## src/rtl/key_debounce.sv

```systemverilog
// Push-button debouncer with 2-flop synchronizer, press/release/long-press pulses.
// All outputs are registered and reflect the FSM state after each rising edge.
module key_debounce #(
    parameter int DEBOUNCE_CYC = 240_000,
    parameter int LONG_CYC     = 12_000_000
) (
    input  logic clk,
    input  logic rst_n,
    input  logic key_n,
    output logic key_level,
    output logic key_press,
    output logic key_release,
    output logic key_long
);

    localparam int DW = $clog2(DEBOUNCE_CYC);
    localparam int LW = $clog2(LONG_CYC);

    // Transition fires on the cycle the counter would reach DEBOUNCE_CYC-1,
    // so the FSM observes DEBOUNCE_CYC consecutive stable samples in total.
    localparam logic [DW-1:0] DEB_LAST  = DW'(DEBOUNCE_CYC - 2);
    localparam logic [LW-1:0] LONG_LAST = LW'(LONG_CYC - 1);
    localparam logic [LW-1:0] LONG_PRE  = LW'(LONG_CYC - 2);

    typedef enum logic [1:0] {
        IDLE,
        PRESS_WAIT,
        PRESSED,
        RELEASE_WAIT
    } state_t;

    state_t          state;
    state_t          state_next;
    logic            key_meta;
    logic            key_s;
    logic [DW-1:0]   deb_cnt;
    logic [DW-1:0]   deb_next;
    logic [LW-1:0]   long_cnt;
    logic [LW-1:0]   long_next;
    logic            press_d;
    logic            release_d;
    logic            long_d;
    logic            level_d;

    always_ff @(posedge clk or negedge rst_n) begin
        if (!rst_n) begin
            key_meta <= 1'b1;
            key_s    <= 1'b1;
        end else begin
            key_meta <= key_n;
            key_s    <= key_meta;
        end
    end

    always_ff @(posedge clk or negedge rst_n) begin
        if (!rst_n) begin
            state       <= IDLE;
            deb_cnt     <= '0;
            long_cnt    <= '0;
            key_level   <= 1'b0;
            key_press   <= 1'b0;
            key_release <= 1'b0;
            key_long    <= 1'b0;
        end else begin
            state       <= state_next;
            deb_cnt     <= deb_next;
            long_cnt    <= long_next;
            key_level   <= level_d;
            key_press   <= press_d;
            key_release <= release_d;
            key_long    <= long_d;
        end
    end

    always_comb begin
        state_next = state;
        deb_next   = deb_cnt;
        long_next  = long_cnt;
        press_d    = 1'b0;
        release_d  = 1'b0;
        long_d     = 1'b0;
        case (state)
            IDLE: begin
                if (!key_s) begin
                    state_next = PRESS_WAIT;
                    deb_next   = '0;
                end
            end
            PRESS_WAIT: begin
                if (key_s) begin
                    state_next = IDLE;
                    deb_next   = '0;
                end else if (deb_cnt == DEB_LAST) begin
                    state_next = PRESSED;
                    deb_next   = '0;
                    long_next  = '0;
                    press_d    = 1'b1;
                end else begin
                    deb_next = deb_cnt + 1'b1;
                end
            end
            PRESSED: begin
                // Saturation at LONG_LAST guarantees a single long pulse per press.
                if (long_cnt != LONG_LAST) begin
                    long_next = long_cnt + 1'b1;
                end
                if (long_cnt == LONG_PRE) begin
                    long_d = 1'b1;
                end
                if (key_s) begin
                    state_next = RELEASE_WAIT;
                    deb_next   = '0;
                end
            end
            RELEASE_WAIT: begin
                if (!key_s) begin
                    state_next = PRESSED;
                    deb_next   = '0;
                end else if (deb_cnt == DEB_LAST) begin
                    state_next = IDLE;
                    deb_next   = '0;
                    release_d  = 1'b1;
                end else begin
                    deb_next = deb_cnt + 1'b1;
                end
            end
            default: begin
                state_next = IDLE;
                deb_next   = '0;
            end
        endcase
        level_d = (state_next == PRESSED) || (state_next == RELEASE_WAIT);
    end

endmodule

```

## config.mk

```make
export PLATFORM = sky130hd
export DESIGN_NAME = key_debounce
export DESIGN_NICKNAME = d
export VERILOG_FILES = /design/src/rtl/key_debounce.sv
export SDC_FILE = /design/constraint.sdc
export NUM_CORES = 1
export LEC_CHECK = 0
export ABC_AREA = 1
export BUFFER_PORTS_ARGS = -buffer_cell sky130_fd_sc_hd__clkbuf_2
export CAP_MARGIN = 40
export CORE_MARGIN = 2
export CORE_UTILIZATION = 35
export CTS_BUF_LIST = sky130_fd_sc_hd__clkbuf_8
export CTS_CLUSTER_SIZE = 40
export DETAILED_ROUTE_END_ITERATION = 8
export GPL_TIMING_DRIVEN = 0
export SYNTH_ARGS = -nofsm -noshare
export SYNTH_HDL_FRONTEND = slang
export SYNTH_SLANG_ARGS = --single-unit
export TNS_END_PERCENT = 20
```

## constraint.sdc

```tcl
create_clock -name clk -period 4.4 [get_ports clk]
set_input_delay 0.88 -clock clk [delete_from_list [all_inputs] [get_ports clk]]
set_output_delay 0.88 -clock clk [all_outputs]
set_load 0.005 [all_outputs]
```

Word-level counts from Yosys, hierarchy flattened. Index checks and enable logic that the tools add are counted.

Register bits after elaboration: 50. Word-level logic and storage cells: 53. Input port bits: 3. Output and inout port bits: 4.

Add/subtract/negate cells: 2. Equality and inequality tests: 13. Reduce and logical (&&, ||, !) cells: 5. Muxes and demuxes: 24.

Operators with widths (count): $mux 18 (5); $mux 24 (3); $pmux 18 s4 (1); $pmux 24 s2 (1); $add 24x1->24 const B (1); $eq 24x24->1 const B (1); $ne 24x24->1 const B (1); $add 18x1->18 const B (1); $eq 18x18->1 const B (1); $mux 2 (6); $ne 2x2->1 const B (5); $eq 2x2->1 const B (4); $pmux 2 s4 (1); $mux 1 (7); $reduce_and 4->1 (1); $eq 2x1->1 const B (1); $logic_not 2->1 (1); $reduce_and 2->1 (1); $reduce_bool 2->1 (1); $logic_or 1x1->1 (1).

Depth between registers and ports, before layout.
Depth after elaboration: 6. Gate-level depth with buffers: 12. Gate-level depth less buffers: 11.

Worst setup path after synthesis. No wires, ideal clock.

Kind: flip-flop to flip-flop. Start point: reg long_cnt[0]. End point: reg long_cnt[20]. Stages on the path, launching flop included: 13. Arrival: 1.492 ns. Path slack: 2.792 ns. Path buffers: 1. Required time: 4.284 ns. Clock period less this slack: 1.608 ns. Setup time: 0.116 ns. Cells stage by stage: dfrtp_1 > ha_1 > nand3_2 > clkinv_2 > nand2_2 > clkinv_2 > nand3_4 > nand2_2 > nand2_4 > inv_4 > buf_6 > nand2_1 > nand2_1.

Cells in the longest elaborated chain, start to end: 3. Elaborated cells on any way between the ends: 6. Classes of those cells: add/sub: 1; eq/ne: 2; mux: 2; reduce/logical: 1.

Ends and longest elaborated chain: start, declared (line 38) `logic [LW-1:0] long_cnt;`; start signal, assigned (line 67) `long_cnt <= long_next;`; $add 24x1->24 or $ne 24x24->1 (tied branches) (line 105, 104); $mux 24 or $ne 2x2->1 (tied branches); $pmux 24 s2 or $reduce_and 4->1 (tied branches).

Several ways; a longest one is shown, not always the timed one. The select of a mux whose other input is x is not followed. A chain may end at the register's enable or synchronous reset.

Worst setup path after layout.
Start point: reg long_cnt[0]. End point: reg long_cnt[23].

The elaborated chain is that of the path after synthesis.

==> flow_summary_export.csv <==
group,metric,value,unit
clocking,post_cts_resized,0,
clocking,clkTransAtPathRegs,0.10,ns
setup_path,cpPeakStageDelay,0.44,ns
timing,finalSetupTns,0,ns
synthesis,ys_ff_latch,49,
synthesis,synthCells,447,
clocking,htreeDepth,2,
synthesis,syn_area,3080,um^2
timing,timing.final.ws_setup,2.55,ns
drt,first_pass_iters,4,
synthesis,yosysWarnings,0,
clocking,postCtsSetupRepairBufs,0,
global_routing,grt-ovfl-total,0,
drt,final_antenna_net_count,0,
placed_design,globalplace.congestion,0.902,
synthesis,synth.distinct_cells,36,
pwr,switchingPower,0.000185,W
floorplanning,start_util,35.6,%
timing,setup_viol,0,
pwr,p_comb_share,3.3,%
drt,routed_wl,6950,um
setup_path,crit_chain,"ha_1, nand3_2, clkinv_2, nand2_2, clkinv_2, nand3_4, nand2_2, nand2_4, inv_4, buf_6, nand2_1, nand2_1",
setup_path,rr_worst_depth,12,
clocking,clkLatencyLatePin,0.32,ns
setup_path,ff2ff_setup_slack,2.55,ns
pwr,peakVddDrop,0.000108,V
timing,finalMaxSlewViolations,0,
global_routing,antenna_found_initial,0,
floorplanning,die_w,97.8,um
min_path,holdPathStages,0,
floorplanning,dieArea,9560,um^2
final_layout,nets,468,
floorplanning,coreArea,8640,um^2
setup_path,critPathKind,"reg -> reg",
global_routing,grt_pass1_vias,2655,
timing,finalCriticalPeriod,1.85,ns
drt,post_drt_wl_per_cell,12.2,um
timing,fin_crit_sh,42.0,%
clocking,clock_sinks,49,
clocking,root_buffer,"clkbuf_8",
pwr,p_per_area,225,nW/um^2
floorplanning,rows,34,
run,drv_cap,0,
drt,drc,0,
setup_path,path_delay_family,"simple AND/OR/NAND/NOR gates",
placed_design,io_buffers,6,
setup_path,end_kind,"register",
setup_path,critPathArrivalTime,2.06,ns
setup_path,regToRegEndpoint,"long_cnt[23]",
placed_design,dp_slack,2.58,ns
setup_path,worst_setup_path_start_kind,"register",
setup_path,cp_slowest_cell,"dfrtp_1",
final_layout,syn2layout_area_growth,8.87,%
pwr,p_int,0.000570,W
clocking,cts_buffers,5,
pwr,switching_share,24.5,%
min_path,holdPathEnd,"key_s",
floorplanning,pin_count,7,
timing,slew_headroom,56.9,%
clocking,clock_path_buffers,2,
final_layout,drive_gt1_share,8.44,%
setup_path,r2r-start,"long_cnt[0]",
clocking,cts_tree,"built",
synthesis,synth_nets,454,
pwr,p_leak,1.45,nW
timing,hold_viol,0,
setup_path,path_max_fanout,10,
synthesis,syn_area_per_cell,6.88,um^2
timing,skew,0.00924,ns
floorplanning,die_y,97.8,um
final_layout,antennaDiodeCount,0,
pwr,clkPwrFrac,36.3,%
drt,vias_per_cell,4.87,
drt,drtIter0Drc,108,
placed_design,dp_hpwl,5290,um
timing,rsz0062_at_grt,"false",
setup_path,required,4.62,ns
status,status,"complete, no violations",
clocking,cts_hold_buf,0,
final_layout,final_area,3350,um^2
pwr,p_seq_share,60.4,%
setup_path,crit_cells,12,
global_routing,grt_pass1_wl,12300,um
placed_design,place_area,3260,um^2
drt,vias,2775,
setup_path,path_buf_inv,4,
global_routing,grt_max_degree,26,
synthesis,yosysSeqAreaShare,39.9,%
global_routing,track_usage,15.7,%
min_path,holdCritPathClass,"reg -> reg",
timing,tightestPinTransition,0.646,ns
timing,max_clock_freq,541,MHz
min_path,min-delay-start,"key_meta",
-- through the flow --
step	util, %	std cells	power [W]	hold WS (ns)
final	38.8	570	0.000755	0.361
after global routing	38.8	570	0.000797	0.365
after CTS	38.8	570	0.000766	0.363
after detailed placement	37.8	562	0.000491	0.349
after global placement	37.5	561	0.000489	0.347
after floorplan	-	447	0.000475	0.345
-- power by group through the flow --
stage / Clock (W) / Combinational [W] / Sequential (W)
2_1_floorplan: 0 / 0.0000101 / 0.000465
3_3_place_gp: 0 / 0.0000239 / 0.000465
3_5_place_dp: 0 / 0.0000258 / 0.000465
4_1_cts: 0.000284 / 0.0000260 / 0.000456
5_1_grt: 0.000310 / 0.0000301 / 0.000457
6_report: 0.000274 / 0.0000247 / 0.000456
-- Yosys cell counts, drive strengths merged --
library cell  count  area [um^2]
nand2           148          568
nor2             70          273
inv              50          190
dfrtp            47         1180
nand3            41          223
o21ai            22          110
xor2             13          114
nand4            11         68.8
nor3              8         45.0
o22ai             5         31.3
a21oi             4         20.0
buf               4         38.8
clkinv            4         17.5
ha                4         50.1
a31o              2         17.5
clkbuf            2         7.51
dfstp             2         52.6
nand3b            2         15.0
xnor2             2         17.5
and3              1         6.26
nor4              1         6.26
o211ai            1         7.51
o21a              1         7.51
o21bai            1         7.51
or2               1         6.26
-- cells in the final DEF, fill, tap and decap left out, types with 2 or more instances in the layout --
cell | netlist | routed
a21oi_1 | 4 | 4
a31o_2 | 2 | 2
buf_6 | 3 | 3
clkbuf_1 | 2 | 2
clkbuf_2 | 0 | 6
clkbuf_8 | 0 | 5
clkinv_1 | 2 | 2
clkinv_2 | 2 | 2
clkinvlp_4 | 0 | 2
dfrtp_1 | 47 | 47
dfstp_2 | 2 | 2
ha_1 | 4 | 4
inv_1 | 46 | 47
inv_2 | 3 | 3
nand2_1 | 145 | 145
nand2_2 | 2 | 2
nand3_1 | 39 | 39
nand3b_1 | 2 | 2
nand4_1 | 11 | 11
nor2_1 | 66 | 66
nor2_2 | 4 | 4
nor3_1 | 7 | 7
o21ai_0 | 13 | 13
o21ai_1 | 9 | 9
o22ai_1 | 5 | 5
xnor2_1 | 2 | 2
xor2_1 | 13 | 13
-- flip-flops by register name (all words and copies together) (netlist names) --
register and flops:
long_cnt 24, deb_cnt 18, key_level 1, key_long 1
key_meta 1, key_press 1, key_release 1, key_s 1
state 1
-- layer usage --
metal  vias up  global-route usage, %  part of all wire (%)
met2        27                   26.5                    48
met4         0                   3.95                   1.0
met3         6                   3.58                   3.0
li1       1441                      -                     -
met1      1301                   20.6                    48
met5         -                      0                     0
-- how the worst max path moves through the flow --
stage	start	end
after CTS	long_cnt[0]	long_cnt[23]
after floorplan	long_cnt[0]	long_cnt[20]
after global routing	deb_cnt[0]	deb_cnt[1]
after global placement	rst_n	deb_cnt[16]
final	long_cnt[0]	long_cnt[23]
after detailed placement	long_cnt[0]	long_cnt[1]
-- logic make-up after synthesis --
family	Yosys count	share of synthesized area, %
flops	49	39.9
buf+inv	60	8.26
simple gates	283	39.4
fa+ha+maj	4	1.63
compound gates	36	6.55
xor+xnor	15	4.27
-- layout make-up --
class | count | area, um^2
Clock buffer | 5 | 68.8
Clock inverter | 3 | 18.8
Multi-Input combinational cell | 338 | 1590
Sequential cell | 49 | 1230
Fill cell | 909 | 5290
Timing Repair Buffer | 7 | 50.0
Inverter | 54 | 208
Tap cell | 108 | 135
Buffer | 6 | 46.3
Note: power is estimated with default switching activity, not from simulation.
